## config.mk

```make
export PLATFORM = sky130hd
export DESIGN_NAME = pipe_fetch_stage_flat
export DESIGN_NICKNAME = d
export VERILOG_FILES = /design/src/rtl/pipe_fetch_stage_pkg.sv /design/src/rtl/pipe_fetch_stage_if.sv /design/src/rtl/pipe_fetch_stage_ifid_reg.sv /design/src/rtl/pipe_fetch_stage.sv /design/src/flat_wrapper.sv
export SDC_FILE = /design/constraint.sdc
export NUM_CORES = 1
export LEC_CHECK = 0
export CAP_MARGIN = 20
export CORE_UTILIZATION = 35
export CTS_CLUSTER_SIZE = 40
export DETAILED_ROUTE_END_ITERATION = 12
export PLACE_DENSITY = 0.71
export SLEW_MARGIN = 0
export SYNTH_ARGS = -nofsm -noshare
export SYNTH_HDL_FRONTEND = slang
export SYNTH_SLANG_ARGS = --single-unit
export TNS_END_PERCENT = 5
```

## constraint.sdc

```tcl
create_clock -name clk -period 5.1 [get_ports clk]
set_input_delay 1.02 -clock clk [delete_from_list [all_inputs] [get_ports clk]]
set_output_delay 1.02 -clock clk [all_outputs]
set_load 0.03 [all_outputs]
```

## src/rtl/pipe_fetch_stage_pkg.sv

```systemverilog
// cpu_pkg: shared pipeline types (IF/ID entry layout, NOP encoding) for fetch, decode and hazard logic
package cpu_pkg;
  localparam logic [31:0] NOP_INSTR = 32'h0000_0000;
  typedef struct packed {
    logic        valid;
    logic [31:0] instr;
    logic [31:0] pc;
    logic [31:0] pc_plus4;
  } ifid_t;
endpackage

```

## src/rtl/pipe_fetch_stage_if.sv

```systemverilog
// pipe_fetch_stage_if: fetch-stage bus; master = fetch stage, slave = hazard/decode/RAM side.
//   stall, redirect_valid, redirect_pc : control into fetch
//   imem_addr / imem_rdata             : combinational instruction RAM port
//   ifid_*                             : IF/ID register contents for decode
//   pc_debug, fetch_count, misalign_err: status
interface pipe_fetch_stage_if #(parameter int MEM_DEPTH = 256);
  localparam int AW = $clog2(MEM_DEPTH);
  logic          stall;
  logic          redirect_valid;
  logic [31:0]   redirect_pc;
  logic [AW-1:0] imem_addr;
  logic [31:0]   imem_rdata;
  logic          ifid_valid;
  logic [31:0]   ifid_instr;
  logic [31:0]   ifid_pc;
  logic [31:0]   ifid_pc_plus4;
  logic [31:0]   pc_debug;
  logic [31:0]   fetch_count;
  logic          misalign_err;
  modport master(
    input  stall, redirect_valid, redirect_pc, imem_rdata,
    output imem_addr, ifid_valid, ifid_instr, ifid_pc, ifid_pc_plus4, pc_debug, fetch_count, misalign_err
  );
  modport slave(
    output stall, redirect_valid, redirect_pc, imem_rdata,
    input  imem_addr, ifid_valid, ifid_instr, ifid_pc, ifid_pc_plus4, pc_debug, fetch_count, misalign_err
  );
endinterface

```

## src/rtl/pipe_fetch_stage_ifid_reg.sv

```systemverilog
// ifid_reg: pipeline register for ifid_t with stall hold and flush-to-bubble.
//   clk, reset (async active-low), stall (hold), flush (bubble, pc fields kept), d -> q
module ifid_reg
  import cpu_pkg::*;
(
  input  logic  clk,
  input  logic  reset,
  input  logic  stall,
  input  logic  flush,
  input  ifid_t d,
  output ifid_t q
);
  always_ff @(posedge clk or negedge reset)
    if (!reset) q <= '{valid: 1'b0, instr: NOP_INSTR, pc: 32'h0, pc_plus4: 32'h0};
    else if (flush) begin
      q.valid <= 1'b0;
      q.instr <= NOP_INSTR;
    end
    else if (!stall) q <= d;
endmodule

```

## src/rtl/pipe_fetch_stage.sv

```systemverilog
// pipe_fetch_stage: IF stage; holds PC, drives instruction RAM address, fills IF/ID.
//   clk, reset (async active-low), bus (master side of pipe_fetch_stage_if)
//   Priority per edge: reset > redirect (flushes IF/ID) > stall > advance.
module pipe_fetch_stage
  import cpu_pkg::*;
#(
  parameter int          MEM_DEPTH = 256,
  parameter logic [31:0] RESET_PC  = 32'h0000_0000
) (
  input logic              clk,
  input logic              reset,
  pipe_fetch_stage_if.master bus
);
  localparam int AW = $clog2(MEM_DEPTH);
  logic [31:0] pc;
  logic [31:0] fetch_count;
  logic        misalign_err;
  ifid_t       d;
  ifid_t       q;
  always_ff @(posedge clk or negedge reset)
    if (!reset) begin
      pc           <= RESET_PC;
      fetch_count  <= 32'h0;
      misalign_err <= 1'b0;
    end
    else if (bus.redirect_valid) begin
      pc <= {bus.redirect_pc[31:2], 2'b00};
      if (|bus.redirect_pc[1:0]) misalign_err <= 1'b1;
    end
    else if (!bus.stall) begin
      pc          <= pc + 32'd4;
      fetch_count <= fetch_count + 32'd1;
    end
  always_comb d = '{valid: 1'b1, instr: bus.imem_rdata, pc: pc, pc_plus4: pc + 32'd4};
  ifid_reg u_ifid (
    .clk   (clk),
    .reset (reset),
    .stall (bus.stall),
    .flush (bus.redirect_valid),
    .d     (d),
    .q     (q)
  );
  assign bus.imem_addr     = pc[AW+1:2];
  assign bus.ifid_valid    = q.valid;
  assign bus.ifid_instr    = q.instr;
  assign bus.ifid_pc       = q.pc;
  assign bus.ifid_pc_plus4 = q.pc_plus4;
  assign bus.pc_debug      = pc;
  assign bus.fetch_count   = fetch_count;
  assign bus.misalign_err  = misalign_err;
endmodule

```

## src/flat_wrapper.sv

```systemverilog
// flat-port wrapper written by rule: the top's interface ports become plain ports
module pipe_fetch_stage_flat import cpu_pkg::*;
#(
  parameter int          MEM_DEPTH = 256,
  parameter logic [31:0] RESET_PC  = 32'h0000_0000
)
  (clk, reset, bus_stall, bus_redirect_valid, bus_redirect_pc, bus_imem_rdata, bus_imem_addr, bus_ifid_valid, bus_ifid_instr, bus_ifid_pc, bus_ifid_pc_plus4, bus_pc_debug, bus_fetch_count, bus_misalign_err);
  pipe_fetch_stage_if #(.MEM_DEPTH(MEM_DEPTH)) bus_i ();
  input logic clk;
  input logic reset;
  input wire logic [$bits(bus_i.stall)-1:0] bus_stall;
  input wire logic [$bits(bus_i.redirect_valid)-1:0] bus_redirect_valid;
  input wire logic [$bits(bus_i.redirect_pc)-1:0] bus_redirect_pc;
  input wire logic [$bits(bus_i.imem_rdata)-1:0] bus_imem_rdata;
  output wire logic [$bits(bus_i.imem_addr)-1:0] bus_imem_addr;
  output wire logic [$bits(bus_i.ifid_valid)-1:0] bus_ifid_valid;
  output wire logic [$bits(bus_i.ifid_instr)-1:0] bus_ifid_instr;
  output wire logic [$bits(bus_i.ifid_pc)-1:0] bus_ifid_pc;
  output wire logic [$bits(bus_i.ifid_pc_plus4)-1:0] bus_ifid_pc_plus4;
  output wire logic [$bits(bus_i.pc_debug)-1:0] bus_pc_debug;
  output wire logic [$bits(bus_i.fetch_count)-1:0] bus_fetch_count;
  output wire logic [$bits(bus_i.misalign_err)-1:0] bus_misalign_err;
  assign bus_i.stall = bus_stall;
  assign bus_i.redirect_valid = bus_redirect_valid;
  assign bus_i.redirect_pc = bus_redirect_pc;
  assign bus_i.imem_rdata = bus_imem_rdata;
  assign bus_imem_addr = bus_i.imem_addr;
  assign bus_ifid_valid = bus_i.ifid_valid;
  assign bus_ifid_instr = bus_i.ifid_instr;
  assign bus_ifid_pc = bus_i.ifid_pc;
  assign bus_ifid_pc_plus4 = bus_i.ifid_pc_plus4;
  assign bus_pc_debug = bus_i.pc_debug;
  assign bus_fetch_count = bus_i.fetch_count;
  assign bus_misalign_err = bus_i.misalign_err;
  pipe_fetch_stage #(.MEM_DEPTH(MEM_DEPTH), .RESET_PC(RESET_PC)) u_core (.clk(clk), .reset(reset), .bus(bus_i));
endmodule
```

==> results.py <==
metrics = {
    "finish": {
        "fillers": 1974,
        "antenna_cells": 0,
        "post-route-util": 0.487,
        "drive_gt1_frac": 0.0751,
        "multiInputGateArea_um2": 3140,
        "nNetsFinal": 1005,
        "syn_to_final_growth_pct": 35.7,
        "final_cell_count_no_fill": 1221,
        "area.sequential_um2": 3900,
    },
    "sta": {
        "whs_ps": 469,
        "rsz0062_at_grt": "no",
        "tightest_slew_ps": 979,
        "hold_viol": 0,
        "slew_violations": 0,
        "setup_ws_ps": 2150,
        "tns_ps": 0,
        "setup_violations": 0,
        "max_freq_ghz": 0.339,
        "relSlewSlack": 0.347,
        "fin_crit_sh": 0.579,
        "min_period_ps": 2950,
        "skew_ps": 12.4,
    },
    "pwr": {
        "p_clk_frac": 0.345,
        "sw_frac_of_total": 0.322,
        "power.density_nw_per_um2": 352,
        "pwr-share-comb": 0.241,
        "leakage_nw": 4.30,
        "ir_drop_mv": 0.226,
        "sequentialPowerShare": 0.415,
        "p_int_mw": 2.46,
        "p_switching_mw": 1.17,
    },
    "clock_network": {
        "root_buffer": "clkbuf_16",
        "cts.repair.resized": 0,
        "cts_made_buffers": 17,
        "clk_path_buf_depth": 2,
        "cts_tree": "built",
        "clock_sinks": 156,
        "hold_buffers": 0,
        "clk_pin_slew_ps": 60,
        "htreeDepth": 4,
        "clkLatencyLatePin_ps": 430,
        "post-cts-setup-buffers": 0,
    },
    "critical_path": {
        "start_kind": "register",
        "r2r_start": "u_core.bus.pc_debug[2]",
        "crit_family": "buffers and inverters",
        "worstSetupEndpoint": "bus_pc_debug[18]",
        "cp_cell_sequence": "clkdlybuf4s50_1",
        "path_depth": 1,
        "slowest_stage": "clkdlybuf4s50_1",
        "cp.required_ps": 4080,
        "path_max_fanout": 13,
        "crit_start": "u_core.bus.pc_debug[18]",
        "slowest_delay_ps": 840,
        "crit_type": "register to output pin",
        "reg2reg_depth": 6,
        "timing.rr.end": "u_core.bus.pc_debug[28]",
        "cp.arrival_ps": 1930,
        "reg2reg_slack_ps": 2480,
        "cp-end-kind": "output pin",
        "path_buf_inv": 1,
    },
    "yosys": {
        "synth_cell_type_count": 38,
        "synthFlopType": "dfrtp_1",
        "synth-seq-cells": 156,
        "yosysTopAreaCellShare": 0.514,
        "yosys.area_share.simple": 0.219,
        "synth_cells": 770,
        "yosys.area_share.adder": 0.00329,
        "yosys-mux-area-fraction": 0.0450,
        "yosysMostFrequentCell": "nand2_1",
        "synth_top_family_by_area": "simple AND/OR/NAND/NOR gates",
        "synth_compound_area_frac": 0.0405,
        "synth_top_cells_by_area": "dfrtp_1 (51%), nand2_1 (8.6%), xnor2_1 (8.3%), buf_4 (4.3%), mux2i_1 (4.3%)",
        "avgSynthCellArea_um2": 9.87,
        "synthXorXnorAreaFrac": 0.101,
        "seq_area_frac_synth": 0.514,
        "synth_area_um2": 7600,
        "yosys.area.top_type": "dfrtp_1",
        "synth_warnings": 0,
        "async_flop_share": 1.00,
        "synth_common_cells": "nand2_1 (175), dfrtp_1 (156), xnor2_1 (72)",
        "synth_edf_count": 0,
    },
    "place": {
        "post-dp-hpwl_um": 14300,
        "dp_slack_ps": 2020,
        "dp.cells": 1191,
        "port_buffers": 231,
        "place_congestion": 0.803,
    },
    "drt": {
        "wl_per_cell_um": 16.7,
        "first_iter_violations": 164,
        "wl_um": 20400,
        "viasPerCell": 4.80,
        "drc": 0,
        "dr_total_vias": 5860,
        "antenna_left": 0,
        "firstDrtPassIters": 5,
    },
    "global_routing": {
        "gr-total-overflow": 0,
        "grt_pass1_wl_um": 32800,
        "grt_pass1_vias": 5877,
        "grt_usage": 0.192,
        "grt_start_max_net_pins": 94,
        "antenna_found_initial": 0,
    },
    "die": {
        "dieArea_um2": 22300,
        "initial_core_util": 0.359,
        "num_rows": 53,
        "core_area_um2": 21200,
        "fp.dieW_um": 149,
        "die_height_um": 149,
        "num_io_pins": 238,
    },
    "status": {
        "status": "complete, no violations",
    },
    "worst_hold_path": {
        "hold_class": "register to register",
    },
    "flow_run": {
        "cap_viol_max_count": 0,
    },
}
-- kinds of logic after synthesis --
family,Yosys count
AND/OR/NAND/NOR,332
flip-flops,156
buffers and inverters,97
XOR/XNOR,88
AO/OA/AOI/OAI,60
multiplexers,34
adder cells (fa/ha/maj),2
other,1
-- metrics by stage --
step / instance area, um2 / total power, mW
3_3_place_gp: 9740 / 2.40
3_5_place_dp: 9740 / 2.41
5_1_grt: 10300 / 3.80
2_1_floorplan: 7620 / 2.02
4_1_cts: 10300 / 3.67
6_report: 10300 / 3.63
-- cell usage in the layout, fill, tap and decap left out, types with 8 or more instances in the layout --
master           count
clkbuf_16           17
dfrtp_1            156
o21ai_0             29
nor3_2              13
xor2_1              16
o21ai_1             28
mux2i_1             33
nand2_1            175
nor2_1              47
xnor2_1             72
and3_1               8
nand3_1             24
nand4_1             17
clkdlybuf4s50_1    228
nor3_1               8
nor4_2              12
-- power groups by stage --
stage / Sequential, mW / Clock, mW / Combinational [mW]
after CTS: 1.51 / 1.28 / 0.884
final: 1.51 / 1.25 / 0.874
after detailed placement: 1.53 / 0 / 0.881
after floorplan: 1.69 / 0 / 0.339
after global routing: 1.53 / 1.34 / 0.936
after global placement: 1.53 / 0 / 0.871
-- layout make-up --
type,instances,share of cell area
clock buffer,21,0.0437
clock inverter,9,0.0112
inverter,2,0.000728
multi-input combinational,522,0.305
sequential,156,0.379
tap,275,0.0334
timing repair buffer,236,0.228
-- flip-flops by register name, indices dropped and copies added (netlist names) --
| register | count |
|---|---|
| u_core.bus.fetch_count | 32 |
| u_core.bus.misalign_err | 1 |
| u_core.bus.pc_debug | 30 |
| u_core.u_ifid.q | 93 |
-- routing by layer --
| metal | routed length, um | track usage | share of wire | vias to the layer above |
|---|---|---|---|---|
| met5 | 0 | 0 | 0 | - |
| met3 | 1810 | 0.0716 | 0.089 | 20 |
| met2 | 9760 | 0.310 | 0.48 | 208 |
| li1 | - | - | - | 2812 |
| met1 | 8650 | 0.243 | 0.42 | 2820 |
| met4 | 182 | 0.0429 | 0.0089 | 0 |
-- worst min-delay path by stage --
stage,startpoint,end,slack [ps],cells after the start
after floorplan,u_core.bus.pc_debug[31],u_core.u_ifid.q[63],520,2
after global placement,u_core.bus.misalign_err,u_core.bus.misalign_err,450,1
after detailed placement,u_core.bus.misalign_err,u_core.bus.misalign_err,460,1
after CTS,u_core.bus.fetch_count[31],u_core.bus.fetch_count[31],470,1
after global routing,u_core.bus.fetch_count[31],u_core.bus.fetch_count[31],500,1
final,u_core.bus.fetch_count[31],u_core.bus.fetch_count[31],470,1
Power figures use the tool's default switching activity.
